$ cat src/rtl/gmux_ctrl_pkg.sv
// Shared types and constants for the GMUX select/enable sequencer.
package gmux_ctrl_pkg;

  localparam int unsigned NQ = 4;

  // Quadrant bit positions within every 4-bit mask
  localparam int unsigned Q_TL = 3;
  localparam int unsigned Q_TR = 2;
  localparam int unsigned Q_BL = 1;
  localparam int unsigned Q_BR = 0;

  localparam logic SRC_GCLK = 1'b0;
  localparam logic SRC_HSCK = 1'b1;

  typedef logic [NQ-1:0] qmask_t;

  typedef enum logic [2:0] {
    IDLE,
    GATE,
    DRAIN,
    SWITCH,
    SETTLE,
    UNGATE,
    DONE
  } state_e;

  typedef struct packed {
    logic   sel;
    qmask_t mask;
  } cmd_t;

  // Quadrants left off are parked in low-power only when requested
  function automatic qmask_t lp_mask(qmask_t mask, logic lp_en);
    return lp_en ? ~mask : '0;
  endfunction

endpackage

$ cat src/rtl/gmux_ctrl_if.sv
// Command and GMUX-control bundle between a requester and gmux_ctrl.
interface gmux_ctrl_if;
  import gmux_ctrl_pkg::*;

  logic   REQ;
  logic   REQ_SEL;
  qmask_t REQ_QEN;
  logic   LP_EN;
  logic   BUSY;
  logic   ACK;
  logic   SSEL;
  qmask_t DEN;
  qmask_t DYNEN;
  qmask_t SEN;
  qmask_t VLP;

  modport master (
    output REQ, REQ_SEL, REQ_QEN, LP_EN,
    input  BUSY, ACK, SSEL, DEN, DYNEN, SEN, VLP
  );

  modport slave (
    input  REQ, REQ_SEL, REQ_QEN, LP_EN,
    output BUSY, ACK, SSEL, DEN, DYNEN, SEN, VLP
  );

endinterface

$ cat src/rtl/gmux_ctrl_timer.sv
// Loadable down-counter shared by the drain and settle waits; saturates at zero.
module gmux_ctrl_timer #(
  parameter int unsigned CNT_W = 4
) (
  input  logic             clk,
  input  logic             rst,
  input  logic             load,
  input  logic [CNT_W-1:0] load_val,
  input  logic             dec,
  output logic [CNT_W-1:0] value,
  output logic             zero_c
);

  always_ff @(posedge clk or posedge rst) begin
    if (rst) begin
      value <= '0;
    end else if (load) begin
      value <= load_val;
    end else if (dec && (value != '0)) begin
      value <= value - CNT_W'(1);
    end
  end

  assign zero_c = (value == '0);

endmodule

$ cat src/rtl/gmux_ctrl.sv
// Glitch-safe GMUX source switch: gate all quadrants, drain, flip SSEL,
// settle, then apply the requested quadrant mask and pulse ACK.
module gmux_ctrl
  import gmux_ctrl_pkg::*;
#(
  parameter int unsigned DRAIN_CYCLES  = 4,
  parameter int unsigned SETTLE_CYCLES = 4,
  parameter int unsigned CNT_W         = 4,
  parameter logic        RESET_SSEL    = 1'b0
) (
  input  logic        QCK,
  input  logic        QRT,
  gmux_ctrl_if.slave  bus
);

  localparam int unsigned       CNT_MAX     = (32'd1 << CNT_W) - 32'd1;
  localparam bit                CFG_OK      = (DRAIN_CYCLES  >= 1) && (DRAIN_CYCLES  <= CNT_MAX) &&
                                              (SETTLE_CYCLES >= 1) && (SETTLE_CYCLES <= CNT_MAX);
  localparam logic [CNT_W-1:0] DRAIN_LOAD  = CNT_W'(DRAIN_CYCLES - 1);
  localparam logic [CNT_W-1:0] SETTLE_LOAD = CNT_W'(SETTLE_CYCLES - 1);

  state_e state, next_state;
  cmd_t   cmd_q, cmd_d;
  logic   ssel_q, ssel_d;
  qmask_t den_q, den_d, dynen_q, dynen_d, sen_q, sen_d, vlp_q, vlp_d;
  logic   ack_q, ack_d, busy_q, busy_d;

  logic             tmr_load, tmr_dec, tmr_zero;
  logic [CNT_W-1:0] tmr_val, tmr_value;

  gmux_ctrl_timer #(.CNT_W(CNT_W)) u_timer (
    .clk      (QCK),
    .rst      (QRT),
    .load     (tmr_load),
    .load_val (tmr_val),
    .dec      (tmr_dec),
    .value    (tmr_value),
    .zero_c   (tmr_zero)
  );

  always_ff @(posedge QCK or posedge QRT) begin
    if (QRT) state <= IDLE;
    else     state <= next_state;
  end

  // Next state, timer control, and the output values for the state being entered
  always_comb begin
    next_state = state;
    cmd_d      = cmd_q;
    ssel_d     = ssel_q;
    den_d      = den_q;
    dynen_d    = dynen_q;
    sen_d      = sen_q;
    vlp_d      = vlp_q;
    ack_d      = 1'b0;
    busy_d     = 1'b0;
    tmr_load   = 1'b0;
    tmr_val    = '0;
    tmr_dec    = 1'b0;

    unique case (state)
      IDLE: begin
        if (bus.REQ) begin
          cmd_d      = '{sel: bus.REQ_SEL, mask: bus.REQ_QEN};
          next_state = (bus.REQ_SEL != ssel_q) ? GATE : UNGATE;
        end
      end
      GATE: begin
        tmr_load   = 1'b1;
        tmr_val    = DRAIN_LOAD;
        next_state = DRAIN;
      end
      DRAIN: begin
        tmr_dec = 1'b1;
        if (tmr_zero) next_state = SWITCH;
      end
      SWITCH: begin
        tmr_load   = 1'b1;
        tmr_val    = SETTLE_LOAD;
        next_state = SETTLE;
      end
      SETTLE: begin
        tmr_dec = 1'b1;
        if (tmr_zero) next_state = UNGATE;
      end
      UNGATE:  next_state = DONE;
      DONE:    next_state = IDLE;
      default: next_state = IDLE;
    endcase

    // Registered outputs take effect on entry to each state
    unique case (next_state)
      GATE: begin
        den_d   = '0;
        dynen_d = '1;
      end
      SWITCH: ssel_d = cmd_d.sel;
      UNGATE: begin
        sen_d   = cmd_d.mask;
        den_d   = cmd_d.mask;
        dynen_d = '0;
        vlp_d   = lp_mask(cmd_d.mask, bus.LP_EN);
      end
      DONE:    ack_d = 1'b1;
      default: ;
    endcase

    busy_d = (next_state != IDLE) && (next_state != DONE);
  end

  always_ff @(posedge QCK or posedge QRT) begin
    if (QRT) begin
      cmd_q   <= '0;
      ssel_q  <= RESET_SSEL;
      den_q   <= '0;
      dynen_q <= '0;
      sen_q   <= '0;
      vlp_q   <= '0;
      ack_q   <= 1'b0;
      busy_q  <= 1'b0;
    end else begin
      cmd_q   <= cmd_d;
      ssel_q  <= ssel_d;
      den_q   <= den_d;
      dynen_q <= dynen_d;
      sen_q   <= sen_d;
      vlp_q   <= vlp_d;
      ack_q   <= ack_d;
      busy_q  <= busy_d;
    end
  end

  assign bus.SSEL  = ssel_q;
  assign bus.DEN   = den_q;
  assign bus.DYNEN = dynen_q;
  assign bus.SEN   = sen_q;
  assign bus.VLP   = vlp_q;
  assign bus.ACK   = ack_q;
  assign bus.BUSY  = busy_q;

  // Configuration range, idle timer drained, and SSEL only moves with every quadrant gated
  always_ff @(posedge QCK) begin
    if (!QRT) begin
      assert (CFG_OK)
        else $error("gmux_ctrl: DRAIN_CYCLES/SETTLE_CYCLES outside 1..2^CNT_W-1");
      assert ((state != IDLE) || (tmr_value == '0))
        else $error("gmux_ctrl: timer not drained in IDLE");
      assert ((ssel_d == ssel_q) || ((den_q == '0) && (den_d == '0)))
        else $error("gmux_ctrl: SSEL change with a quadrant enabled");
    end
  end

endmodule

$ cat src/flat_wrapper.sv
// flat-port wrapper written by rule: the top's interface ports become plain ports
module gmux_ctrl_flat import gmux_ctrl_pkg::*;
#(
  parameter int unsigned DRAIN_CYCLES  = 4,
  parameter int unsigned SETTLE_CYCLES = 4,
  parameter int unsigned CNT_W         = 4,
  parameter logic        RESET_SSEL    = 1'b0
)
  (QCK, QRT, bus_REQ, bus_REQ_SEL, bus_REQ_QEN, bus_LP_EN, bus_BUSY, bus_ACK, bus_SSEL, bus_DEN, bus_DYNEN, bus_SEN, bus_VLP);
  gmux_ctrl_if bus_i ();
  input  logic QCK;
  input  logic QRT;
  input wire logic [$bits(bus_i.REQ)-1:0] bus_REQ;
  input wire logic [$bits(bus_i.REQ_SEL)-1:0] bus_REQ_SEL;
  input wire logic [$bits(bus_i.REQ_QEN)-1:0] bus_REQ_QEN;
  input wire logic [$bits(bus_i.LP_EN)-1:0] bus_LP_EN;
  output wire logic [$bits(bus_i.BUSY)-1:0] bus_BUSY;
  output wire logic [$bits(bus_i.ACK)-1:0] bus_ACK;
  output wire logic [$bits(bus_i.SSEL)-1:0] bus_SSEL;
  output wire logic [$bits(bus_i.DEN)-1:0] bus_DEN;
  output wire logic [$bits(bus_i.DYNEN)-1:0] bus_DYNEN;
  output wire logic [$bits(bus_i.SEN)-1:0] bus_SEN;
  output wire logic [$bits(bus_i.VLP)-1:0] bus_VLP;
  assign bus_i.REQ = bus_REQ;
  assign bus_i.REQ_SEL = bus_REQ_SEL;
  assign bus_i.REQ_QEN = bus_REQ_QEN;
  assign bus_i.LP_EN = bus_LP_EN;
  assign bus_BUSY = bus_i.BUSY;
  assign bus_ACK = bus_i.ACK;
  assign bus_SSEL = bus_i.SSEL;
  assign bus_DEN = bus_i.DEN;
  assign bus_DYNEN = bus_i.DYNEN;
  assign bus_SEN = bus_i.SEN;
  assign bus_VLP = bus_i.VLP;
  gmux_ctrl #(.DRAIN_CYCLES(DRAIN_CYCLES), .SETTLE_CYCLES(SETTLE_CYCLES), .CNT_W(CNT_W), .RESET_SSEL(RESET_SSEL)) u_core (.QCK(QCK), .QRT(QRT), .bus(bus_i));
endmodule
$ cat config.mk
export PLATFORM = sky130hd
export DESIGN_NAME = gmux_ctrl_flat
export DESIGN_NICKNAME = d
export VERILOG_FILES = /design/src/rtl/gmux_ctrl_pkg.sv /design/src/rtl/gmux_ctrl_if.sv /design/src/rtl/gmux_ctrl_timer.sv /design/src/rtl/gmux_ctrl.sv /design/src/flat_wrapper.sv
export SDC_FILE = /design/constraint.sdc
export NUM_CORES = 1
export LEC_CHECK = 0
export BUFFER_PORTS_ARGS = -buffer_cell sky130_fd_sc_hd__buf_4
export CORE_MARGIN = 2
export CORE_UTILIZATION = 33
export CTS_BUF_LIST = sky130_fd_sc_hd__clkbuf_16
export CTS_CLUSTER_DIAMETER = 30
export DETAILED_ROUTE_END_ITERATION = 12
export GPL_ROUTABILITY_DRIVEN = 0
export GPL_TIMING_DRIVEN = 0
export PLACE_DENSITY = 0.63
export SLEW_MARGIN = 20
export SYNTH_ARGS = -nofsm -noshare
export SYNTH_HDL_FRONTEND = slang
export SYNTH_HIERARCHICAL = 1
export SYNTH_SLANG_ARGS = --single-unit
$ cat constraint.sdc
create_clock -name QCK -period 4.2 [get_ports QCK]
set_clock_uncertainty 0.15 [all_clocks]
set_input_delay 1.05 -clock QCK [delete_from_list [all_inputs] [get_ports QCK]]
set_output_delay 1.05 -clock QCK [all_outputs]
set_load 0.02 [all_outputs]
==> Yosys cells after proc, flatten, opt, wreduce, memory -nomap -nowiden <==
Index checks and enable logic that the tools add are counted.
W data, S select, Z words.
{ "word_totals": {"register_bits": 31, "in_bits": 9, "output_inout_bits": 19, "wordCells": 50} }
{ "op_classes": {"add_sub_neg": 1, "n_eq_ne": 11, "muxes": 16, "bitwise_logic": 1, "reduce_logical": 10} }
{ "op_table": {"columns": ["op", "n"], "rows": [
  ["$pmux W3 S6", 1],
  ["$pmux W4 S2", 2],
  ["$eq A3 B3 Y1 const B", 4],
  ["$mux W3", 4],
  ["$mux W4", 3],
  ["$mux W5", 2],
  ["$eq A3 B2 Y1 const B", 3],
  ["$eq A3 B1 Y1 const B", 2],
  ["$logic_not A4 Y1", 1],
  ["$not A4 Y4", 1],
  ["$reduce_bool A2 Y1", 2],
  ["$reduce_bool A4 Y1", 1],
  ["$reduce_or A2 Y1", 2],
  ["$sub A4 B1 Y4 const B", 1],
  ["$logic_not A3 Y1", 1],
  ["$mux W1", 3],
  ["$ne A3 B3 Y1 const B", 1],
  ["$reduce_bool A3 Y1", 1],
  ["$logic_and A1 B1 Y1", 2],
  ["$mux W2", 1],
  ["$ne A1 B1 Y1", 1]
]} }

==> Longest topological paths before layout <==
Gate-level depths: netlist of the first run.
{ "depth": {"ltp_word": 6, "depth_mapped": 9, "depth_no_buf": 8} }

==> Cells and area by module <==
The synthesis of the first run kept the hierarchy.
{ "modules_own_cells": {"columns": ["mod", "n_inst", "cells_each", "area_per_inst_um2", "seq_area_each_um2"], "rows": [
  ["gmux_ctrl", 1, 92, 1039.7, 600.6],
  ["gmux_ctrl_timer", 1, 28, 261.5, 100.1]
]} }

==> Least setup slack after synthesis of the first run <==
Ideal clock, no wire load.
{ "synth_timing": {"path_type": "register to register", "startpoint": "register u_core.u_timer.value[0]", "endpoint": "register u_core.vlp_q[1] (netlist: u_core/bus.VLP[1])", "setup_time_ns": 0.121, "arrival_ns": 2.000, "required_ns": 3.929, "setup_slack_ns": 1.929, "stages_incl_launch_ff": 10, "path_buffers": 1, "synth_period_minus_slack_ns": 2.271, "path_cell_list": "dfrtp_1 > inv_1 > ha_1 > or3b_4 > inv_1 > mux2_2 > nand2_1 > or2_2 > buf_2 > a22o_1"} }
{ "synth_via": {"elab_chain_len": 4, "elab_cells_between_ends": 5, "cone_classes": "1 x eq/ne; 3 x mux; 1 x reduce/logical"} }
{ "synth_rtl": {"columns": ["item", "line_no", "source"], "rows": [
  ["start: declaration", "gmux_ctrl_timer.sv:10", "output logic [CNT_W-1:0] value,"],
  ["start signal: assignment", "gmux_ctrl_timer.sv:18", "value <= load_val;"],
  ["start signal: assignment", "gmux_ctrl_timer.sv:20", "value <= value - CNT_W'(1);"],
  ["$logic_not A4 Y1 *", "gmux_ctrl_timer.sv:24", "assign zero_c = (value == '0);"],
  ["named net u_core.tmr_zero", "gmux_ctrl.sv:28", "logic tmr_load, tmr_dec, tmr_zero;"],
  ["$mux W3 (on tied branches)", "gmux_ctrl.sv:84, gmux_ctrl.sv:75", null],
  ["$pmux W3 S6 *", "gmux_ctrl.sv:61", "unique case (state)"],
  ["$eq A3 B3 Y1 *", "gmux_ctrl.sv:92", "unique case (next_state)"],
  ["end signal: assignment", "gmux_ctrl.sv:127", "vlp_q <= vlp_d;"],
  ["end: declaration", "gmux_ctrl.sv:25", "qmask_t den_q, den_d, dynen_q, dynen_d, sen_q, sen_d, vlp_q, vlp_d;"]
]} }
The timed path passes the listed nets; every way through them passes the cells marked *.
A chain may end at the register's enable or synchronous reset.

==> Worst setup path in the final report of the first run <==
{ "layout_timing": {"startpoint": "register u_core.u_timer.value[0]", "endpoint": "register u_core.vlp_q[0] (netlist: u_core/bus.VLP[0])"} }
The elaborated chain is that of the path after synthesis.

==> results of run 1 <==
[cells by family (layout without fill, tap and decap cells)]
kind of cell / after synthesis / after routing / synth area share [%]
fa+ha+maj: 1 / 1 / 0.961
compound gates: 29 / 29 / 13.5
simple gates: 29 / 29 / 13.5
xor+xnor: 2 / 2 / 1.35
buf+inv: 20 / 51 / 8.27
other cells: 1 / 2 / 0.288
flops: 28 / 28 / 53.8
mux: 10 / 10 / 8.37
[per-layer routing]
metal / wire length [µm] / track usage (%)
met1: 1130 / 16.2
met2: 1280 / 21.1
met3: 96 / 1.35
met4: 51 / 6.89
met5: 0 / 0
[flip-flops by register name, summed over array words and instances, names as in the netlist]
name	cells
u_core/u_timer/value	4
u_core/cmd_q	5
u_core/bus.ACK	1
u_core/bus.VLP	4
u_core/bus.DEN	4
u_core/bus.SSEL	1
u_core/bus.BUSY	1
u_core/bus.SEN	4
u_core/state	3
u_core/bus.DYNEN	1
[per-stage QoR]
stage | hold slack (ps) | util (%)
6_report | 338 | 45.0
5_1_grt | 357 | 45.0
4_1_cts | 344 | 45.0
3_5_place_dp | 328 | 42.2
3_3_place_gp | 318 | 42.2
2_1_floorplan | 316 | -
[final cells by class]
class	instances	area (µm²)
Timing Repair Buffer	27	203
Clock inverter	1	30.0
Multi-Input combinational cell	73	497
Buffer	9	66.3
Tap cell	48	60.1
Fill cell	357	2040
Sequential cell	28	701
Inverter	11	41.3
Clock buffer	3	75.1
[path summary, 6_finish.rpt]
kind                                    startpoint                 endpoint  slack (ps)  depth (start not counted)
min                              u_core/bus.DEN[3]        u_core/bus.DEN[3]         340                          2
min in group asynchronous                      QRT  u_core/u_timer/value[2]         530                          2
max                        u_core/u_timer/value[0]        u_core/bus.VLP[0]        1600                          9
max reg2reg                u_core/u_timer/value[0]        u_core/bus.VLP[0]        1600                          9
min reg2reg                      u_core/bus.DEN[3]        u_core/bus.DEN[3]         340                          2
max in group asynchronous                      QRT          u_core/state[1]        2510                          2
[layout by cell type (no fill, tap or decap)]
cell / count
and4b_1: 1
nand3_1: 1
clkbuf_16: 3
nor4b_2: 1
nor2_1: 7
a31o_1: 1
nor3b_1: 2
a31oi_1: 2
nand2_1: 9
clkbuf_1: 1
ha_1: 1
nor2_4: 1
nor3_1: 1
and3_4: 2
a21oi_1: 5
or2_2: 1
buf_6: 2
o21ai_1: 2
and3_2: 1
mux2_4: 1
nand2b_1: 1
a221o_1: 1
xnor2_1: 2
o31a_1: 1
a22o_1: 4
conb_1: 2
bufinv_16: 1
o21ai_0: 13
buf_2: 2
mux2i_1: 6
dfrtp_1: 28
buf_4: 31
or3b_4: 1
mux2_2: 3
inv_1: 11
[power by group]
part           leakage [nW]  total (mW)  switching [mW]  internal [mW]
clock                0.0511       0.281          0.0910          0.190
sequential            0.349       0.455          0.0661          0.389
combinational         0.410       0.661           0.353          0.308
total                 0.811        1.40           0.510          0.887
[critical path, delay by kind of cell (launching register included)]
kind                       cells  cell delay (ps)
AOI/OAI and AO/OA              1              240
adders and majority gates      1              200
buffers and inverters          3              400
DFF                            1              390
muxes                          1              160
and+or+nand+nor                3              980
==> results.md, run 1 <==
Detailed routing:
- The routed layout has 937 vias.
- In the routed layout, each cell is associated on average with a via count of 4.69.
- For this block, the routed nets add up to 2.56 mm of wire.
- The initial DRC count is 35.
- For this run, the detailed router's first-pass iteration total came to 3.
- In the final routed layout, each cell accounts on average for 12.8 µm.
- In this run the remaining antenna-violating nets after routing total 0.
- The remaining routing DRC violations is 0.

Cells and area:
- Cells with a size suffix above 1 make up 32.9% of the layout.
- The layout overhead on the synthesized area is 28.6%.
- Excluding fillers, the count of instances in the completed layout stands at 200.
- The final net count is 163.
- The final non-filler cell area is 1670 µm².
- 0 antenna diodes ended up in the layout.

Global routing:
- The total global routing track utilization is 12.8%.
- The global-route wire length before repair is 4.25 mm.
- Entering global routing, the biggest net connects 25 pins.
- The initial antenna violation count is 0.
- The sum of overflow across all layers after global routing is 0.
- The number of global-route vias before repair is 938.

Floorplan:
- The floorplan step set the die width to 66.8 µm.
- The die covers 4460 µm².
- The placeable core region is 3720 µm².
- Row generation in the floorplan step produced 22 rows.
- The boundary pin count is 28.
- Measured along the y axis, the die boundary spans 66.8 µm.
- The initial utilization of the core area, before any placement, comes to 35.0%.

Worst setup path:
- The required time at the endpoint of the critical path is 4250 ps.
- The launching element type of the critical path is a flop.
- The worst setup path is of the flop to flop kind.
- The signal on the critical path passes through inv_1 > ha_1 > or3b_4 > inv_1 > mux2_2 > nand2_1 > buf_4 > nor3b_1 > a22o_1.
- For this run, the slowest stage of the critical path takes 510 ps.
- The nature of the critical path endpoint is a flop.
- The largest individual stage delay along the critical path comes from the cell nor3b_1.
- The worst-path maximum fanout is 10.
- The most frequent cell on the critical path is inv_1.
- STA puts the critical path data arrival time at 2650 ps.

Synth:
- The synthesized area per cell is 10.8 µm².
- Among all flip-flop cells after synthesis, the most frequent one is dfrtp_1.
- In this run the biggest area consumer among cell types represents 53.8% of the synthesized area.
- The share of the Yosys chip area taken by registers is 53.8%.
- Counting flops with a built-in enable in the synthesized netlist gives 0.
- The post-synth design cell area is 1300 µm².
- The count of different cell masters after synthesis is 33.
- After synthesis, the cell types taking the most area are dfrtp_1 (54%), o21ai_0 (5.0%), mux2i_1 (4.6%).
- The largest total area in the synthesized netlist belongs to dfrtp_1.
- The most frequent cell after synthesis is dfrtp_1.
- Synthesis inferred 28 register bits.
- The proportion of synthesized flip-flops having asynchronous set or reset is 100%.
- In the synthesized netlist, the number of instances is 120.
- Sorting the synthesized cells by how often they occur yields dfrtp_1 (28), o21ai_0 (13), inv_1 (11), nand2_1 (9), nor2_1 (7).
- For this run, the number of Yosys warnings is 6.

CTS:
- The later pin in the worst-skew pair is clocked with a latency of 260 ps.
- The CTS buffer count is 3.
- Gates resized during post-CTS repair numbered 0.
- Buffers inserted to repair hold after CTS numbered 0.
- The count of clock tree sinks is 28.
- The CTS clock-pin slew for the worst setup and hold paths is 70 ps.
- Once the clock tree was built, the setup fixing pass inserted 0 buffers.
- In this run the deepest clock path goes through 2 buffers.
- TritonCTS built the clock tree.
- The master cell of the clock root buffer is clkbuf_16.
- In this run the number of H-tree levels came out at 1.

Outcome:
- The flow ran to the end, and the final reports show no timing, DRC or antenna violations.

STA:
- Setup repair after global routing left no endpoint under its margin.
- Based on the critical path, the design can be clocked at up to 384 MHz.
- The number of pins with negative max-slew slack in the final report is 0.
- The actual transition at the worst max-transition pin is 895 ps.
- The worst pin sits at a relative slew slack of 40.3%.
- Setup violations remaining at the end of the flow were counted as 0.
- The final-report hold violation count is 0.
- The post-layout minimum cycle time is 2600 ps.
- The final period utilization is 62.0%.
- Setup slack closes at 1600 ps.
- The setup TNS after final layout is 0 ps.

Power and ir drop:
- The total power density per cell area is 835 nW/µm².
- The static leakage is 0.811 nW.
- The maximum vdd ir drop is 0.000235 V.
- The completed layout was analyzed and its total power is 1.40 mW.

Place:
- The worst setup timing slack at the placement stage is 1600 ps.
- The detailed placement HPWL is 1.89 mm.
- The number of port buffers is 27.
- The number of placed instances with taps included is 196.
- In this run the cell area measured after placement is 1570 µm².

Flow run:
- Max-cap violations in this run came to 0.

Hold path:
- The classification of the worst-slack hold path is flop to flop.
(Power assumes the default switching activity.)
==> run 2, diff against run 1 <==
==> constraint.sdc (replaced) <==
create_clock -name QCK -period 2.56 [get_ports QCK]
set_clock_uncertainty 0.15 [all_clocks]
set_input_delay 0.64 -clock QCK [delete_from_list [all_inputs] [get_ports QCK]]
set_output_delay 0.64 -clock QCK [all_outputs]
set_load 0.02 [all_outputs]
==> results.md, run 2 (synthesis results as in run 1) <==
Power and ir drop:
- Dividing total power by cell area gives a power density of 1370 nW/µm².
- For this design the static power due to leakage is 0.808 nW.
- The maximum vdd ir drop is 0.000387 V.

CTS:
- CTS built an H-tree with a depth of 1.
- The CTS buffer count is 3.
- The TritonCTS clock tree is built.
- For the worst-skew pair, the clock arrives at the later sink with an insertion delay of 260 ps.
- Counting along the longest clock path gives a buffer depth of 2.
- In this run the post-CTS setup repair buffer count came out at 0.
- The cell sitting at the root of the clock tree is a clkbuf_16.
- CTS saw 28 sinks.
- The CTS clock-pin slew for the worst setup and hold paths is 70 ps.
- After clock tree synthesis, the flow added hold-fix buffers numbering 0.

Outcome:
- The run finished with clean final reports.

Global routing:
- The initial antenna violation count is 0.
- The total global routing track utilization is 12.8%.
- Entering global routing, the biggest net connects 25 pins.
- The total overflow left after global routing is 0.
- The number of global-route vias before repair is 938.
- The global-route wire length before repair is 4.25 mm.

STA:
- The post-layout minimum cycle time is 2420 ps.
- For the pin with the worst max-slew slack, the measured transition is 898 ps.
- The setup TNS after final layout is 0 ps.
- Setup repair after global routing left no endpoint under its margin.
- The final-report hold violation count was 0.
- The number of pins with negative max-slew slack in the final report is 0.
- The highest clock rate is 412 MHz.
- Of the available clock period, the critical path in the final layout requires 94.7%.
- The final count of negative-setup-slack endpoints is 0.
- Headroom to the max-slew limit came out at 40.1%.

Detailed routing:
- In the final routed layout, each cell accounts on average for 12.8 µm.
- Before antenna repair, the detailed router went through 4 iterations.
- The first routing iteration left 37 violations.
- Dividing the detail-routed via count by the number of cells gives 4.70.
- The routed design has 2.57 mm of wire.
- Summing over every cut layer, the via total after detailed routing is 939.
- After detailed routing, the number of remaining DRC violations is 0.
- The final antenna-violating net count is 0.

Cells and area:
- The diode insertion count for antenna repair is 0.
- Leaving out fill and tap cells, the most frequent cells in the layout are buf_4 (31), dfrtp_1 (28), o21ai_0 (13).
- The share of final-layout standard cells stronger than drive strength 1 is 34.9%.
- The final net count is 163.
- From synthesis to final layout, the design area changed by 29.1%.
- The register with the most flip-flops in the layout has 5 of them.
- Counting flops per register, the top entry is u_core/cmd_q.
- Leaving out fill and tap cells, the most frequent cell in the layout is buf_4.
- The share of the core filled with cells in the final layout is 45.2%.

Floorplan:
- The width of the chip is 66.8 µm.
- The floorplan step defined a die boundary enclosing 4460 µm².
- The boundary pin count is 28.
- The standard-cell row count is 22.
- The die is 66.8 µm tall.
- The region available for standard cell placement spans 3720 µm².
- For this configuration, the core starts out at a cell density of 35.0%.

Worst setup path:
- The most critical setup path has its startpoint at u_core/u_timer/value[0].
- Along the worst path, the maximum fanout reaches 10.
- At the worst endpoint, the required time is 2560 ps.
- The startpoint of the lowest-slack register-to-register path is u_core/u_timer/value[0].
- Data arrives at the worst endpoint at 2430 ps.
- STA classifies the critical path startpoint as a flop.
- The kind of critical path is flop to flop.
- The nature of the critical path endpoint is a flop.

Flow run:
- The max-capacitance violation count is 0.

Hold path:
- The worst hold path belongs to the class input pin to asynchronous set/reset pin.

Place:
- The number of port buffers is 27.
- The detailed placement HPWL is 1.89 mm.
run 2: area by class of cell:
| cell class | count | area, µm² |
|---|---|---|
| Clock inverter | 1 | 30.0 |
| Clock buffer | 3 | 75.1 |
| Multi-Input combinational cell | 73 | 504 |
| Timing Repair Buffer | 27 | 203 |
| Fill cell | 356 | 2040 |
| Sequential cell | 28 | 701 |
| Tap cell | 48 | 60.1 |
| Buffer | 9 | 66.3 |
| Inverter | 11 | 41.3 |
run 2: critical path: stages (launching register included):
cell     delay [ps]
dfrtp_1         390
inv_1           110
ha_2            210
or3b_4          420
inv_2            90
mux2_2          140
nand2_1          50
or2_2           320
buf_2           180
a22o_1          240
run 2: worst paths after layout:
path / endpoint / slack, ps / cells after the start
max in group asynchronous: u_core/state[1] / 1280 / 2
min in group QCK: u_core/bus.DEN[3] / 340 / 2
min reg2reg: u_core/bus.DEN[3] / 340 / 2
max: u_core/bus.VLP[1] / 140 / 9
min: u_core/u_timer/value[2] / 120 / 2
max reg2reg: u_core/bus.VLP[1] / 140 / 9
run 2: through the flow:
step | hold slack (ps) | power, mW | setup WS (ps) | area (µm²) | instances
2_1_floorplan | 256 | 1.51 | 289 | 1310 | 121
3_3_place_gp | 318 | 1.81 | -9.03 | 1570 | 196
3_5_place_dp | 328 | 1.85 | -42.1 | 1570 | 196
4_1_cts | 121 | 2.32 | 79.3 | 1680 | 200
5_1_grt | 134 | 2.47 | 16.0 | 1680 | 200
6_report | 124 | 2.30 | 135 | 1680 | 200
run 2: where the power goes:
| group | switching (mW) | internal, mW |
|---|---|---|
| combinational | 0.584 | 0.509 |
| sequential | 0.108 | 0.638 |
| clock | 0.149 | 0.311 |
run 2: per-layer routing:
metal  vias up  GRT usage (%)  share of wire (%)
li1        468              -                  -
met1       449           16.2                 44
met2        18           21.1                 50
met3         4           1.35                3.7
met4         0           6.89                2.0
met5         -              0                  0
run 2: what timing repair did:
action	CTS	global route
gates resized for setup	1	2
pin swaps	0	0
cloned	0	0
setup endpoints to repair	4	3
